<file path="config.mk">
export PLATFORM = sky130hd
export DESIGN_NAME = teclado_escaner_flat
export DESIGN_NICKNAME = d
export VERILOG_FILES = /design/src/rtl/teclado_escaner_pkg.sv /design/src/rtl/teclado_escaner_if.sv /design/src/rtl/teclado_escaner_sincronizador.sv /design/src/rtl/teclado_escaner.sv /design/src/flat_wrapper.sv
export SDC_FILE = /design/constraint.sdc
export NUM_CORES = 1
export LEC_CHECK = 0
export ABC_AREA = 1
export BUFFER_PORTS_ARGS = -buffer_cell sky130_fd_sc_hd__buf_2
export CAP_MARGIN = 20
export CORE_AREA = 8 8 77 79
export CTS_CLUSTER_SIZE = 14
export DETAILED_ROUTE_END_ITERATION = 8
export DIE_AREA = 0 0 85 87
export PLACE_DENSITY = 0.82
export SYNTH_ARGS = -nofsm -noshare
export SYNTH_HDL_FRONTEND = slang
export SYNTH_SLANG_ARGS = --single-unit
</file>
<file path="constraint.sdc">
create_clock -name clk -period 1.9 [get_ports clk]
set_input_delay 0.57 -clock clk [delete_from_list [all_inputs] [get_ports clk]]
set_output_delay 0.57 -clock clk [all_outputs]
set_load 0.005 [all_outputs]
</file>
<file path="src/rtl/teclado_escaner_pkg.sv">
// Shared definitions for the 4x4 keypad scanner: FSM state encoding,
// key-code constants, the row/column -> key-code map and small helpers.
package teclado_escaner_pkg;

    typedef enum logic [1:0] {
        SCAN     = 2'd0,
        DEBOUNCE = 2'd1,
        EMIT     = 2'd2,
        RELEASE  = 2'd3
    } estado_t;

    localparam logic [3:0] TECLA_A         = 4'hA;
    localparam logic [3:0] TECLA_B         = 4'hB;
    localparam logic [3:0] TECLA_C         = 4'hC;
    localparam logic [3:0] TECLA_D         = 4'hD;
    localparam logic [3:0] TECLA_ASTERISCO = 4'hE;
    localparam logic [3:0] TECLA_NUMERAL   = 4'hF;

    // Row lines idle high through the external pull-ups.
    localparam logic [3:0] FILAS_REPOSO = 4'b1111;

    // Keypad layout: r0 = 1 2 3 A, r1 = 4 5 6 B, r2 = 7 8 9 C, r3 = * 0 # D.
    function automatic logic [3:0] codigo_tecla(input logic [1:0] fila, input logic [1:0] col);
        logic [3:0] codigo;
        case ({fila, col})
            4'h0:    codigo = 4'h1;
            4'h1:    codigo = 4'h2;
            4'h2:    codigo = 4'h3;
            4'h3:    codigo = TECLA_A;
            4'h4:    codigo = 4'h4;
            4'h5:    codigo = 4'h5;
            4'h6:    codigo = 4'h6;
            4'h7:    codigo = TECLA_B;
            4'h8:    codigo = 4'h7;
            4'h9:    codigo = 4'h8;
            4'hA:    codigo = 4'h9;
            4'hB:    codigo = TECLA_C;
            4'hC:    codigo = TECLA_ASTERISCO;
            4'hD:    codigo = 4'h0;
            4'hE:    codigo = TECLA_NUMERAL;
            default: codigo = TECLA_D;
        endcase
        return codigo;
    endfunction

    // Index of the lowest active-low row; several keys in one column resolve to the lowest row.
    function automatic logic [1:0] fila_mas_baja(input logic [3:0] filas);
        logic [1:0] fila;
        fila = 2'd3;
        for (int i = 3; i >= 0; i--) begin
            if (!filas[i]) fila = 2'(i);
        end
        return fila;
    endfunction

    // Active-low one-cold column drive pattern.
    function automatic logic [3:0] columna_activa(input logic [1:0] col);
        return ~(4'b0001 << col);
    endfunction

endpackage

</file>
<file path="src/rtl/teclado_escaner_if.sv">
// Keypad scanner bus: keypad row/column lines plus the key-event outputs
// consumed by the calculator's number-entry FSM.
interface teclado_escaner_if;
    logic [3:0] filas;
    logic [3:0] columnas;
    logic [3:0] nuevo_numero;
    logic       numero_en;
    logic       operacion_en;

    // Scanner side: reads rows, drives columns and key events.
    modport master (
        input  filas,
        output columnas,
        output nuevo_numero,
        output numero_en,
        output operacion_en
    );

    // Keypad / consumer side.
    modport slave (
        output filas,
        input  columnas,
        input  nuevo_numero,
        input  numero_en,
        input  operacion_en
    );
endinterface

</file>
<file path="src/rtl/teclado_escaner_sincronizador.sv">
// Two-flop synchroniser for asynchronous inputs; no reset, it only carries data
// and flushes itself within two clocks.
module sincronizador_2ff #(
    parameter int WIDTH = 4
) (
    input  logic             clk,
    input  logic [WIDTH-1:0] d,
    output logic [WIDTH-1:0] q
);
    logic [WIDTH-1:0] sync_p0;
    logic [WIDTH-1:0] sync_p1;

    // Two register stages to let metastability settle.
    always_ff @(posedge clk) begin
        sync_p0 <= d;
        sync_p1 <= sync_p0;
    end

    assign q = sync_p1;
endmodule

</file>
<file path="src/rtl/teclado_escaner.sv">
// 4x4 matrix keypad scanner: walks an active-low column, debounces the
// synchronised rows on press and on release, and emits one 1-cycle pulse per
// accepted key (numero_en for 0..9, operacion_en for A..F).
// Optional feature macro: TECLADO_AUTOREPEAT_EN re-emits a held key every
// REPEAT_CYCLES clocks while it stays pressed.
module teclado_escaner
    import teclado_escaner_pkg::*;
#(
    parameter int SCAN_DIV        = 16,
    parameter int DEBOUNCE_CYCLES = 50000,
    parameter int REPEAT_CYCLES   = 5000000
) (
    input  logic               clk,
    input  logic               reset,
    teclado_escaner_if.master  bus
);
    localparam int CNT_MAX_A = (SCAN_DIV > DEBOUNCE_CYCLES) ? SCAN_DIV : DEBOUNCE_CYCLES;
    localparam int CNT_MAX   = (CNT_MAX_A > REPEAT_CYCLES) ? CNT_MAX_A : REPEAT_CYCLES;
    localparam int CNT_W     = $clog2(CNT_MAX);

    localparam logic [CNT_W-1:0] SCAN_FIN = CNT_W'(SCAN_DIV - 1);
    localparam logic [CNT_W-1:0] DEB_FIN  = CNT_W'(DEBOUNCE_CYCLES - 1);

    estado_t          estado, estado_n;
    logic [1:0]       col, col_n;
    logic [CNT_W-1:0] cnt, cnt_n;
    logic [3:0]       filas_s;
    logic [3:0]       patron;
    logic [1:0]       fila_lat;
    logic             captura;
    logic             emitir;
    logic             disparo;
    logic [3:0]       codigo;
    logic             es_digito;
    logic [3:0]       nuevo_numero_r;
    logic             numero_en_r;
    logic             operacion_en_r;

    sincronizador_2ff #(.WIDTH(4)) u_sync_filas (
        .clk (clk),
        .d   (bus.filas),
        .q   (filas_s)
    );

    assign codigo    = codigo_tecla(fila_lat, col);
    assign es_digito = (codigo <= 4'd9);

    // Scan/debounce/emit/release sequencing and counter control.
    always_comb begin
        estado_n = estado;
        col_n    = col;
        cnt_n    = cnt;
        captura  = 1'b0;
        emitir   = 1'b0;
        case (estado)
            SCAN: begin
                if (cnt == SCAN_FIN) begin
                    cnt_n = '0;
                    if (filas_s != FILAS_REPOSO) begin
                        captura  = 1'b1;
                        estado_n = DEBOUNCE;
                    end else begin
                        col_n = col + 2'd1;
                    end
                end else begin
                    cnt_n = cnt + 1'b1;
                end
            end
            DEBOUNCE: begin
                if (filas_s != patron) begin
                    estado_n = SCAN;
                    col_n    = col + 2'd1;
                    cnt_n    = '0;
                end else if (cnt == DEB_FIN) begin
                    estado_n = EMIT;
                    cnt_n    = '0;
                end else begin
                    cnt_n = cnt + 1'b1;
                end
            end
            EMIT: begin
                emitir   = 1'b1;
                estado_n = RELEASE;
                cnt_n    = '0;
            end
            RELEASE: begin
                if (filas_s != FILAS_REPOSO) begin
                    cnt_n = '0;
                end else if (cnt == DEB_FIN) begin
                    estado_n = SCAN;
                    cnt_n    = '0;
                end else begin
                    cnt_n = cnt + 1'b1;
                end
            end
            default: begin
                estado_n = SCAN;
                cnt_n    = '0;
            end
        endcase
    end

`ifdef TECLADO_AUTOREPEAT_EN
    localparam logic [CNT_W-1:0] REP_FIN = CNT_W'(REPEAT_CYCLES - 1);

    logic [CNT_W-1:0] rep_cnt, rep_cnt_n;
    logic             rep_disparo;

    // Repeat timer: runs only while the accepted key is still held, clears otherwise.
    always_comb begin
        rep_cnt_n   = '0;
        rep_disparo = 1'b0;
        if (estado == RELEASE && filas_s != FILAS_REPOSO) begin
            if (rep_cnt == REP_FIN) begin
                rep_disparo = 1'b1;
            end else begin
                rep_cnt_n = rep_cnt + 1'b1;
            end
        end
    end

    // Repeat timer register.
    always_ff @(posedge clk) begin
        if (reset) rep_cnt <= '0;
        else       rep_cnt <= rep_cnt_n;
    end

    assign disparo = emitir | rep_disparo;
`else
    assign disparo = emitir;
`endif

    // State, column, counter and key-event output registers.
    always_ff @(posedge clk) begin
        if (reset) begin
            estado         <= SCAN;
            col            <= 2'd0;
            cnt            <= '0;
            nuevo_numero_r <= 4'd0;
            numero_en_r    <= 1'b0;
            operacion_en_r <= 1'b0;
        end else begin
            estado         <= estado_n;
            col            <= col_n;
            cnt            <= cnt_n;
            numero_en_r    <= disparo & es_digito;
            operacion_en_r <= disparo & ~es_digito;
            if (disparo) nuevo_numero_r <= codigo;
        end
    end

    // Capture the row pattern and winning row when a candidate press is found.
    always_ff @(posedge clk) begin
        if (captura) begin
            patron   <= filas_s;
            fila_lat <= fila_mas_baja(filas_s);
        end
    end

    assign bus.columnas     = columna_activa(col);
    assign bus.nuevo_numero = nuevo_numero_r;
    assign bus.numero_en    = numero_en_r;
    assign bus.operacion_en = operacion_en_r;
endmodule

</file>
<file path="src/flat_wrapper.sv">
// flat-port wrapper written by rule: the top's interface ports become plain ports
module teclado_escaner_flat import teclado_escaner_pkg::*;
#(
    parameter int SCAN_DIV        = 16,
    parameter int DEBOUNCE_CYCLES = 50000,
    parameter int REPEAT_CYCLES   = 5000000
)
  (clk, reset, bus_filas, bus_columnas, bus_nuevo_numero, bus_numero_en, bus_operacion_en);
  teclado_escaner_if bus_i ();
  input  logic clk;
  input  logic reset;
  input wire logic [$bits(bus_i.filas)-1:0] bus_filas;
  output wire logic [$bits(bus_i.columnas)-1:0] bus_columnas;
  output wire logic [$bits(bus_i.nuevo_numero)-1:0] bus_nuevo_numero;
  output wire logic [$bits(bus_i.numero_en)-1:0] bus_numero_en;
  output wire logic [$bits(bus_i.operacion_en)-1:0] bus_operacion_en;
  assign bus_i.filas = bus_filas;
  assign bus_columnas = bus_i.columnas;
  assign bus_nuevo_numero = bus_i.nuevo_numero;
  assign bus_numero_en = bus_i.numero_en;
  assign bus_operacion_en = bus_i.operacion_en;
  teclado_escaner #(.SCAN_DIV(SCAN_DIV), .DEBOUNCE_CYCLES(DEBOUNCE_CYCLES), .REPEAT_CYCLES(REPEAT_CYCLES)) u_core (.clk(clk), .reset(reset), .bus(bus_i));
endmodule
</file>
**After elaboration in Yosys (flattened, before gate mapping)**

Memory sizes are Yosys's and may differ from the RTL's.
Index checks and enable logic that the tools add are counted.

- Memory bits (read-only): 64
- Register bits: 47
- Memories kept: 1
- Input port bits: 6

Memory list:

| memory | words | width | read ports | clocked after memory_dff | write ports | line | RTL |
|---|---|---|---|---|---|---|---|
| (no name shown) | 16 | 4 | 1 | 0 | 0 | teclado_escaner_pkg.sv:25 | `case ({fila, col})` |

- Bitwise gates (word level): 4
- Reduce and logical (&&, ||, !) cells: 5
- Magnitude comparators: 1
- $add $sub $neg: 2
- Muxes and demuxes: 22
- Equality and inequality tests: 14
- Shift operators: 1

Operators with widths:

| kind | count |
|---|---|
| two-way mux 23 bit | 4 |
| one-hot mux 23 bit (4 select lines) | 1 |
| adder 23 x 1 -> 23 bit (second input constant) | 1 |
| == test 23 x 16 -> 1 bit (second input constant) | 1 |
| == test 23 x 4 -> 1 bit (second input constant) | 1 |
| two-way mux 2 bit | 9 |
| inequality test 2 x 1 -> 1 bit (second input constant) | 4 |
| one-hot mux 2 bit (4 select lines) | 1 |
| two-way mux 1 bit | 6 |
| AND reduction 5 bit | 1 |
| == test 2 bit (second input constant) | 2 |
| less-or-equal comparator 4 bit (second input constant) | 1 |
| inequality test 2 bit (second input constant) | 2 |
| inequality test 4 bit | 1 |
| inequality test 4 bit (second input constant) | 1 |
| NOT 4 bit | 1 |
| one-hot mux 2 bit (2 select lines) | 1 |
| AND reduction 4 bit | 1 |
| << shifter 1 x 2 -> 4 bit (first input constant) | 1 |
| inequality test 3 x 1 -> 1 bit (second input constant) | 1 |
| adder 2 x 1 -> 2 bit (second input constant) | 1 |
| bitwise AND 1 bit | 2 |
| == test 2 x 1 -> 1 bit (second input constant) | 1 |
| logical NOT 2 bit | 1 |
| 3 further kinds | 3 |

**Longest topological paths before layout**

Gate-level depths: netlist (run 1).

- Depth after elaboration: 4
- Mapped depth: 13

**By module**

From an unflattened synthesis (run 1), not the netlist that was laid out.

- Cell total of the unflattened synthesis: 310
- Area total of the unflattened synthesis: 2369.8 sq um

By module, submodules not included:

| module | times used | area an instance (sq um) | cells an instance |
|---|---|---|---|
| teclado_escaner | 1 | 2209.6 | 302 |
| sincronizador_2ff | 1 | 160.2 | 8 |

**Worst setup path before layout (run 1)**

No wires, ideal clock.

- Kind: register to register
- From: register u_core.cnt[0]
- To: register u_core.fila_lat[0], enable pin
- Path slack: 165 ps
- Stages on the path, launching flop included: 6
- Clock period less this slack: 1735 ps
- Arrival: 1359 ps
- Required time: 1523 ps
- Path buffers: 0
- Path through: dfxtp_1 > ha_1 > nand3_1 > nor2_1 > nand3_1 > nor3_1

- Cells in the longest elaborated chain, start to end: 3

RTL lines:

| item | line | RTL |
|---|---|---|
| from (decl) | teclado_escaner.sv:26 | `logic [CNT_W-1:0] cnt, cnt_n;` |
| from (signal assigned) | teclado_escaner.sv:145 | `cnt <= cnt_n;` |
| == test 23 x 4 -> 1 bit | teclado_escaner.sv:57 | `if (cnt == SCAN_FIN) begin` |
| two-way mux 1 bit | teclado_escaner.sv:57 |  |
| two-way mux 1 bit | teclado_escaner.sv:55 | `case (estado)` |
| named net u_core.captura | teclado_escaner.sv:30 | `logic captura;` |
| to (signal assigned) | teclado_escaner.sv:156 | `fila_lat <= fila_mas_baja(filas_s);` |
| to (decl) | teclado_escaner.sv:29 | `logic [1:0] fila_lat;` |

The timed path passes the listed nets, and every way through them passes these cells.
A chain may end at the register's enable or synchronous reset.

**Final worst setup path (run 1)**

- From: register u_core.col[0]
- To: output port bus_columnas[0]

- Cells in the longest elaborated chain, start to end: 2

RTL lines:

| item | line | RTL |
|---|---|---|
| from (decl) | teclado_escaner.sv:25 | `logic [1:0] col, col_n;` |
| from (signal assigned) | teclado_escaner.sv:144 | `col <= col_n;` |
| << shifter 1 x 2 -> 4 bit | teclado_escaner_pkg.sv:58 | `return ~(4'b0001 << col);` |
| NOT 4 bit | teclado_escaner_pkg.sv:58 |  |
| to (decl) | flat_wrapper.sv:13 | `output wire logic [$bits(bus_i.columnas)-1:0] bus_columnas;` |

No other way between the ends.

==> flow_summary_export.csv, run 1 <==
group,metric,value,unit
outcome,status,"completed",
synth,synth_cell_types,32,
setup_path,cp-end-kind,"output port",
timing,period_share,0.954,
placed_design,dp_hpwl,3.72,mm
setup_path,cp.arrival,1240,ps
synth,synth_commonest_cells,"nand2_1, inv_1, nor2_1",
finish,n_antenna_cell,0,
clock_network,cts.sinks,47,
clock_network,clockBufferDepth,2,
clock_network,cts_tree,"done",
floorplan,fp.dieH,87,µm
timing,rsz0062_at_grt,"false",
synth,synth_top_area_share,0.335,
clock_network,clkLatencyLatePin,300,ps
timing,fmax,551,MHz
synth,synthCells,352,
setup_path,critPathLaunchType,"register",
grt,grt_pass1_vias,1972,
detailed_routing,drt_wl_total,4.89,mm
setup_path,required,1330,ps
floorplan,dieArea,0.00740,mm²
floorplan,row_count,26,
floorplan,start_util,0.505,
detailed_routing,drc_errors,0,
detailed_routing,first_pass_iters,5,
finish,final_cells,432,
detailed_routing,dr.first_iter.drc_count,211,
clock_network,post_cts.repair.setup_buffers,0,
finish,syn2layout_area_growth,11.3,%
worst_hold_path,hold_path.class,"reg2reg",
timing,setup_ws,86.6,ps
timing,hold_viol_final,0,
grt,grt_pass1_wl,8.46,mm
synth,synth_edf_count,6,
grt,grt_usage,0.140,
synth,synth.most_common_cell,"nand2_1",
power,p_leak,1.40,nW
timing,skew,7.78,ps
timing,setup_violations,0,
synth,netlist_top_cells_area,"dfxtp_1, nand2_1, inv_1",
detailed_routing,vias_per_cell,4.99,
synth,synthesis.nets,366,
clock_network,clk_pin_slew_worst_paths,90,ps
clock_network,root_buffer,"clkbuf_8",
power,power_density,671,mW/mm²
timing,fin_tns_setup,0,ps
floorplan,io_pins,16,
grt,antenna_found_initial,0,
finish,multiInputGateArea,0.00117,mm²
grt,grt_overflow,0,
grt,grt_max_degree,20,
synth,synth.yosys.seq_area_share,0.409,
finish,n_fill_cell,440,
placed_design,placedCellCount,424,
timing,worst_pin_slew,527,ps
synth,synth_top_area_cell,"dfxtp_1",
job,drv_cap,0,
synth,yosys_register_bits,47,
detailed_routing,vias,2154,
setup_path,worstSetupPathType,"reg2out",
timing,fin_crit,1810,ps
floorplan,core-area,0.00485,mm²
floorplan,chipWidth,85,µm
timing,max-slew-margin-rel,0.648,
synth,yosysWarningCount,0,
finish,final_util,0.562,
power,total_power,1.83,mW
clock_network,cts_max_level,2,
detailed_routing,postRouteAntennaNets,0,
power,worst_ir_drop_vdd,0.553,mV
detailed_routing,wire_per_inst,11.3,µm
finish,nets,389,
placed_design,io_buffers,15,
setup_path,critPathMaxFanout,7,
finish,drive_gt1_frac,0.117,
placed_design,globalplace.congestion,0.907,
synth,syn_area,0.00245,mm²
finish,seqCellArea,0.00100,mm²
synth,avgSynthCellArea,6.95,µm²
clock_network,numCtsBuffers,5,
synth,async_reset_ff_frac,0,
placed_design,place_ws,130,ps
synth,ys.flop_type,"dfxtp_1",
timing,slew_violations,0,
[cells by family after synthesis]
logic type | after synthesis | share of synthesized area
fa+ha+maj | 8 | 0.0409
simple gates | 186 | 0.336
buf+inv | 70 | 0.115
xor+xnor | 8 | 0.0286
flops | 47 | 0.409
compound gates | 33 | 0.0711
[layout make-up]
cell class                 count  share of cell area
clock buffer                   5              0.0253
multi-input combinational    235               0.430
clock inverter                 3              0.0175
inverter                      66              0.0919
sequential                    47               0.368
tap                           56              0.0257
timing repair buffer          20              0.0413
[layer usage]
layer  up-vias  track usage  routed length, µm
met5         -            0                  0
met4         0       0.0566                 84
met3         9       0.0340                347
met2        59        0.244               2350
met1       941        0.161               2120
li1       1145            -                  -
[power breakdown]
part	internal, mW	total [mW]	switching [mW]
clock	0.399	0.752	0.353
sequential	1.02	1.03	0.00984
combinational	0.0194	0.0469	0.0275
total	1.44	1.83	0.390
[critical path: stages, from the launching register on]
cell and delay [ps]:
dfxtp_2 410, inv_1 120, ha_1 230, inv_1 70, buf_2 110
[final timing paths]
| path | startpoint | to | slack [ps] | depth (start not counted) |
|---|---|---|---|---|
| max | u_core.col[0]$_SDFFE_PP0P_ | bus_columnas[0] | 90 | 4 |
| min reg2reg | u_core.u_sync_filas.sync_p0[1]$_DFF_P_ | u_core.u_sync_filas.q[1]$_DFF_P_ | 330 | 0 |
| min | u_core.u_sync_filas.sync_p0[1]$_DFF_P_ | u_core.u_sync_filas.q[1]$_DFF_P_ | 330 | 0 |
| max reg2reg | u_core.cnt[0]$_SDFF_PP0_ | u_core.cnt[22]$_SDFF_PP0_ | 220 | 10 |
[placed cells by master (no fill, tap or decap), types with 3 or more instances in the layout]
master | netlist | routed
buf_2 | 0 | 15
o21ai_0 | 12 | 12
nand3_1 | 33 | 32
nor3_1 | 8 | 8
buf_4 | 0 | 5
dfxtp_1 | 41 | 39
inv_1 | 64 | 63
nand4_1 | 4 | 4
ha_1 | 8 | 8
nor2_1 | 54 | 54
nand3_2 | 2 | 3
xor2_1 | 6 | 6
edfxtp_1 | 6 | 6
clkbuf_8 | 0 | 5
nand2_1 | 72 | 72
a21oi_1 | 15 | 15
nand2_2 | 3 | 3
[metrics by stage]
stage                     area [µm²]  hold slack, ps
after detailed placement        2600             316
after floorplan                 2450             310
after CTS                       2720             338
final                           2720             334
after global routing            2720             342
after global placement          2600             311
[state kept, by name, indices dropped and copies added (netlist names), named ones only]
| register | count |
|---|---|
| u_core.u_sync_filas.sync_p0 | 4 |
| u_core.col | 2 |
| u_core.bus.numero_en | 1 |
| u_core.u_sync_filas.q | 4 |
| u_core.bus.operacion_en | 1 |
| u_core.fila_lat | 2 |
| u_core.bus.nuevo_numero | 4 |
| u_core.patron | 4 |
| u_core.estado | 1 |
| u_core.cnt | 23 |
[repair_timing]
| item | in CTS | in global routing |
|---|---|---|
| gates resized for setup | 1 | 3 |
| endpoints found under the setup margin | 1 | 10 |
| hold buffers | 0 | 0 |
No activity file was read; power rests on OpenSTA's default activity.
==> run 2, diff against run 1 <==
--- a/config.mk
+++ b/config.mk
@@ -8,11 +8,11 @@
 export ABC_AREA = 1
 export BUFFER_PORTS_ARGS = -buffer_cell sky130_fd_sc_hd__buf_2
 export CAP_MARGIN = 20
-export CORE_AREA = 8 8 77 79
+export CORE_AREA = 8 8 81 83
 export CTS_CLUSTER_SIZE = 14
 export DETAILED_ROUTE_END_ITERATION = 8
-export DIE_AREA = 0 0 85 87
-export PLACE_DENSITY = 0.82
+export DIE_AREA = 0 0 89 91
+export PLACE_DENSITY = 0.75
 export SYNTH_ARGS = -nofsm -noshare
 export SYNTH_HDL_FRONTEND = slang
 export SYNTH_SLANG_ARGS = --single-unit
==> run 2 against run 1 <==
Count of clock-buffer cells in the layout stayed put; hold slack got worse by 1.0 ps; via count decreased by 0.46%; critical path depth unchanged; maximum frequency grew 0.56%; final cell count increased by 3.2%; clock skew is 1.4 ps higher; design area grew 0.14%; clock power barely moved; largest cell class unchanged.
==> flow_summary_export.csv, run 2 (same netlist as run 1, synthesis figures left out) <==
group,metric,value,unit
outcome,status,"completed",
power,switching_power,0.392,mW
detailed_routing,dr.first_iter.drc_count,137,
grt,grt_overflow,0,
power,worst_ir_drop_vdd,0.566,mV
placed_design,dp_hpwl,3.62,mm
floorplan,fp.dieH,91,µm
worst_hold_path,hold_path.class,"reg2reg",
timing,hold_viol_final,0,
finish,stdcell_area,0.00273,mm²
finish,largest_reg_flops,23,
finish,n_antenna_cell,0,
finish,nets,387,
finish,final_cell_mix,"nand2_1, inv_1, nor2_1",
power,total_power,1.82,mW
detailed_routing,drc_errors,0,
grt,grt_pass1_wl,8.36,mm
job,drv_cap,0,
clock_network,clk_pin_slew_worst_paths,90,ps
detailed_routing,wire_per_inst,10.9,µm
finish,final_common_cell,"nand2_1",
detailed_routing,vias,2144,
detailed_routing,vias_per_cell,4.81,
clock_network,root_buffer,"clkbuf_8",
timing,slew_violations,0,
placed_design,globalplace.congestion,0.864,
setup_path,critPathLaunchType,"register",
power,power_density,669,mW/mm²
timing,fin_crit,1800,ps
setup_path,r2r_end,"u_core.cnt[22]$_SDFF_PP0_",
power,p_int,1.43,mW
grt,grt_usage,0.126,
setup_path,ff2ff_setup_slack,190,ps
setup_path,r2r_cells,10,
setup_path,cp.arrival,1230,ps
clock_network,numCtsBuffers,5,
finish,drive_gt1_frac,0.112,
floorplan,row_count,27,
setup_path,cp-end-kind,"output port",
setup_path,setup.worst_path.end,"bus_columnas[0]",
power,swShare,0.215,
timing,setup_violations,0,
finish,syn2layout_area_growth,11.5,%
timing,fin_tns_setup,0,ps
setup_path,r2r-start,"u_core.cnt[0]$_SDFF_PP0_",
placed_design,place_ws,131,ps
grt,grt_max_degree,20,
timing,max-slew-margin-rel,0.634,
finish,top_register,"u_core.cnt",
clock_network,clockBufferDepth,2,
grt,grt_pass1_vias,2039,
clock_network,cts_tree,"done",
timing,period_share,0.949,
power,p_leak,1.39,nW
floorplan,io_pins,16,
floorplan,chipWidth,89,µm
timing,worst_pin_slew,549,ps
floorplan,start_util,0.459,
clock_network,cts.sinks,47,
timing,rsz0062_at_grt,"false",
setup_path,required,1330,ps
detailed_routing,postRouteAntennaNets,0,
timing,setup_ws,96.7,ps
detailed_routing,first_pass_iters,4,
placed_design,io_buffers,15,
power,pwr-share-clk,0.413,
setup_path,worstSetupPathType,"reg2out",
power,p_seq_frac,0.564,
timing,fmax,555,MHz
clock_network,post_cts.repair.setup_buffers,0,
detailed_routing,drt_wl_total,4.85,mm
clock_network,clkLatencyLatePin,300,ps
clock_network,cts_max_level,2,
floorplan,dieArea,0.00810,mm²
setup_path,cp-startpoint,"u_core.col[0]$_SDFFE_PP0P_",
grt,antenna_found_initial,0,
setup_path,critPathMaxFanout,7,
placed_design,post_dp_cell_area,0.00261,mm²
timing,skew,9.17,ps
floorplan,core-area,0.00534,mm²
power,comb_power_share,0.024,
run 2: cell count changes in the layout (fill, tap and decap cells not counted):
cell	before	now
clkinvlp_4	0	1
clkinv_4	1	0
buf_4	5	3
run 2: cell type report:
| type | instances | area (µm²) |
|---|---|---|
| sequential | 47 | 1000 |
| clock inverter | 3 | 46.3 |
| timing repair buffer | 18 | 97.6 |
| clock buffer | 5 | 68.8 |
| tap | 72 | 90.1 |
| inverter | 66 | 250 |
| multi-input combinational | 235 | 1170 |
| fill | 556 | 2610 |
run 2: power by group through the flow:
stage	combinational, mW	sequential, mW	clock (mW)
2_1_floorplan	0.0313	1.05	0
3_3_place_gp	0.0420	1.05	0
3_5_place_dp	0.0430	1.05	0
4_1_cts	0.0433	1.03	0.777
5_1_grt	0.0496	1.03	0.813
6_report	0.0432	1.03	0.753
run 2: worst min-delay path by stage:
stage	cells after the start	end	slack, ps	from
after detailed placement	0	u_core.u_sync_filas.q[3]$_DFF_P_	310	u_core.u_sync_filas.sync_p0[3]$_DFF_P_
after CTS	0	u_core.u_sync_filas.q[3]$_DFF_P_	340	u_core.u_sync_filas.sync_p0[3]$_DFF_P_
final	0	u_core.u_sync_filas.q[3]$_DFF_P_	330	u_core.u_sync_filas.sync_p0[3]$_DFF_P_
after global placement	0	u_core.u_sync_filas.q[1]$_DFF_P_	310	u_core.u_sync_filas.sync_p0[1]$_DFF_P_
after global routing	0	u_core.u_sync_filas.q[2]$_DFF_P_	340	u_core.u_sync_filas.sync_p0[2]$_DFF_P_
after floorplan	0	u_core.u_sync_filas.q[0]$_DFF_P_	310	u_core.u_sync_filas.sync_p0[0]$_DFF_P_
run 2: stage by stage:
stage	cells	hold WS [ps]	util
finish	446	333	0.511
global route	446	342	0.511
CTS	446	337	0.510
detailed placement	438	314	0.488
global placement	438	311	0.488
floorplan	352	310	-
run 2: worst max-delay path, cell delays in order, from the launching register on:
cell	delay, ps
dfxtp_2	410
inv_1	130
ha_1	220
inv_1	60
buf_2	110
run 2: routing by layer:
| layer | global-route usage | vias to the layer above | part of all wire |
|---|---|---|---|
| met5 | 0 | - | 0 |
| met4 | 0.0472 | 0 | 0.013 |
| met3 | 0.0306 | 6 | 0.046 |
| met2 | 0.215 | 38 | 0.48 |
| met1 | 0.148 | 953 | 0.46 |
| li1 | - | 1147 | - |
run 2: repair_timing:
item | CTS | global route
hold buffers | 0 | 0
resized for setup | 1 | 3
setup endpoints to repair | 1 | 6
gates cloned | 0 | 0
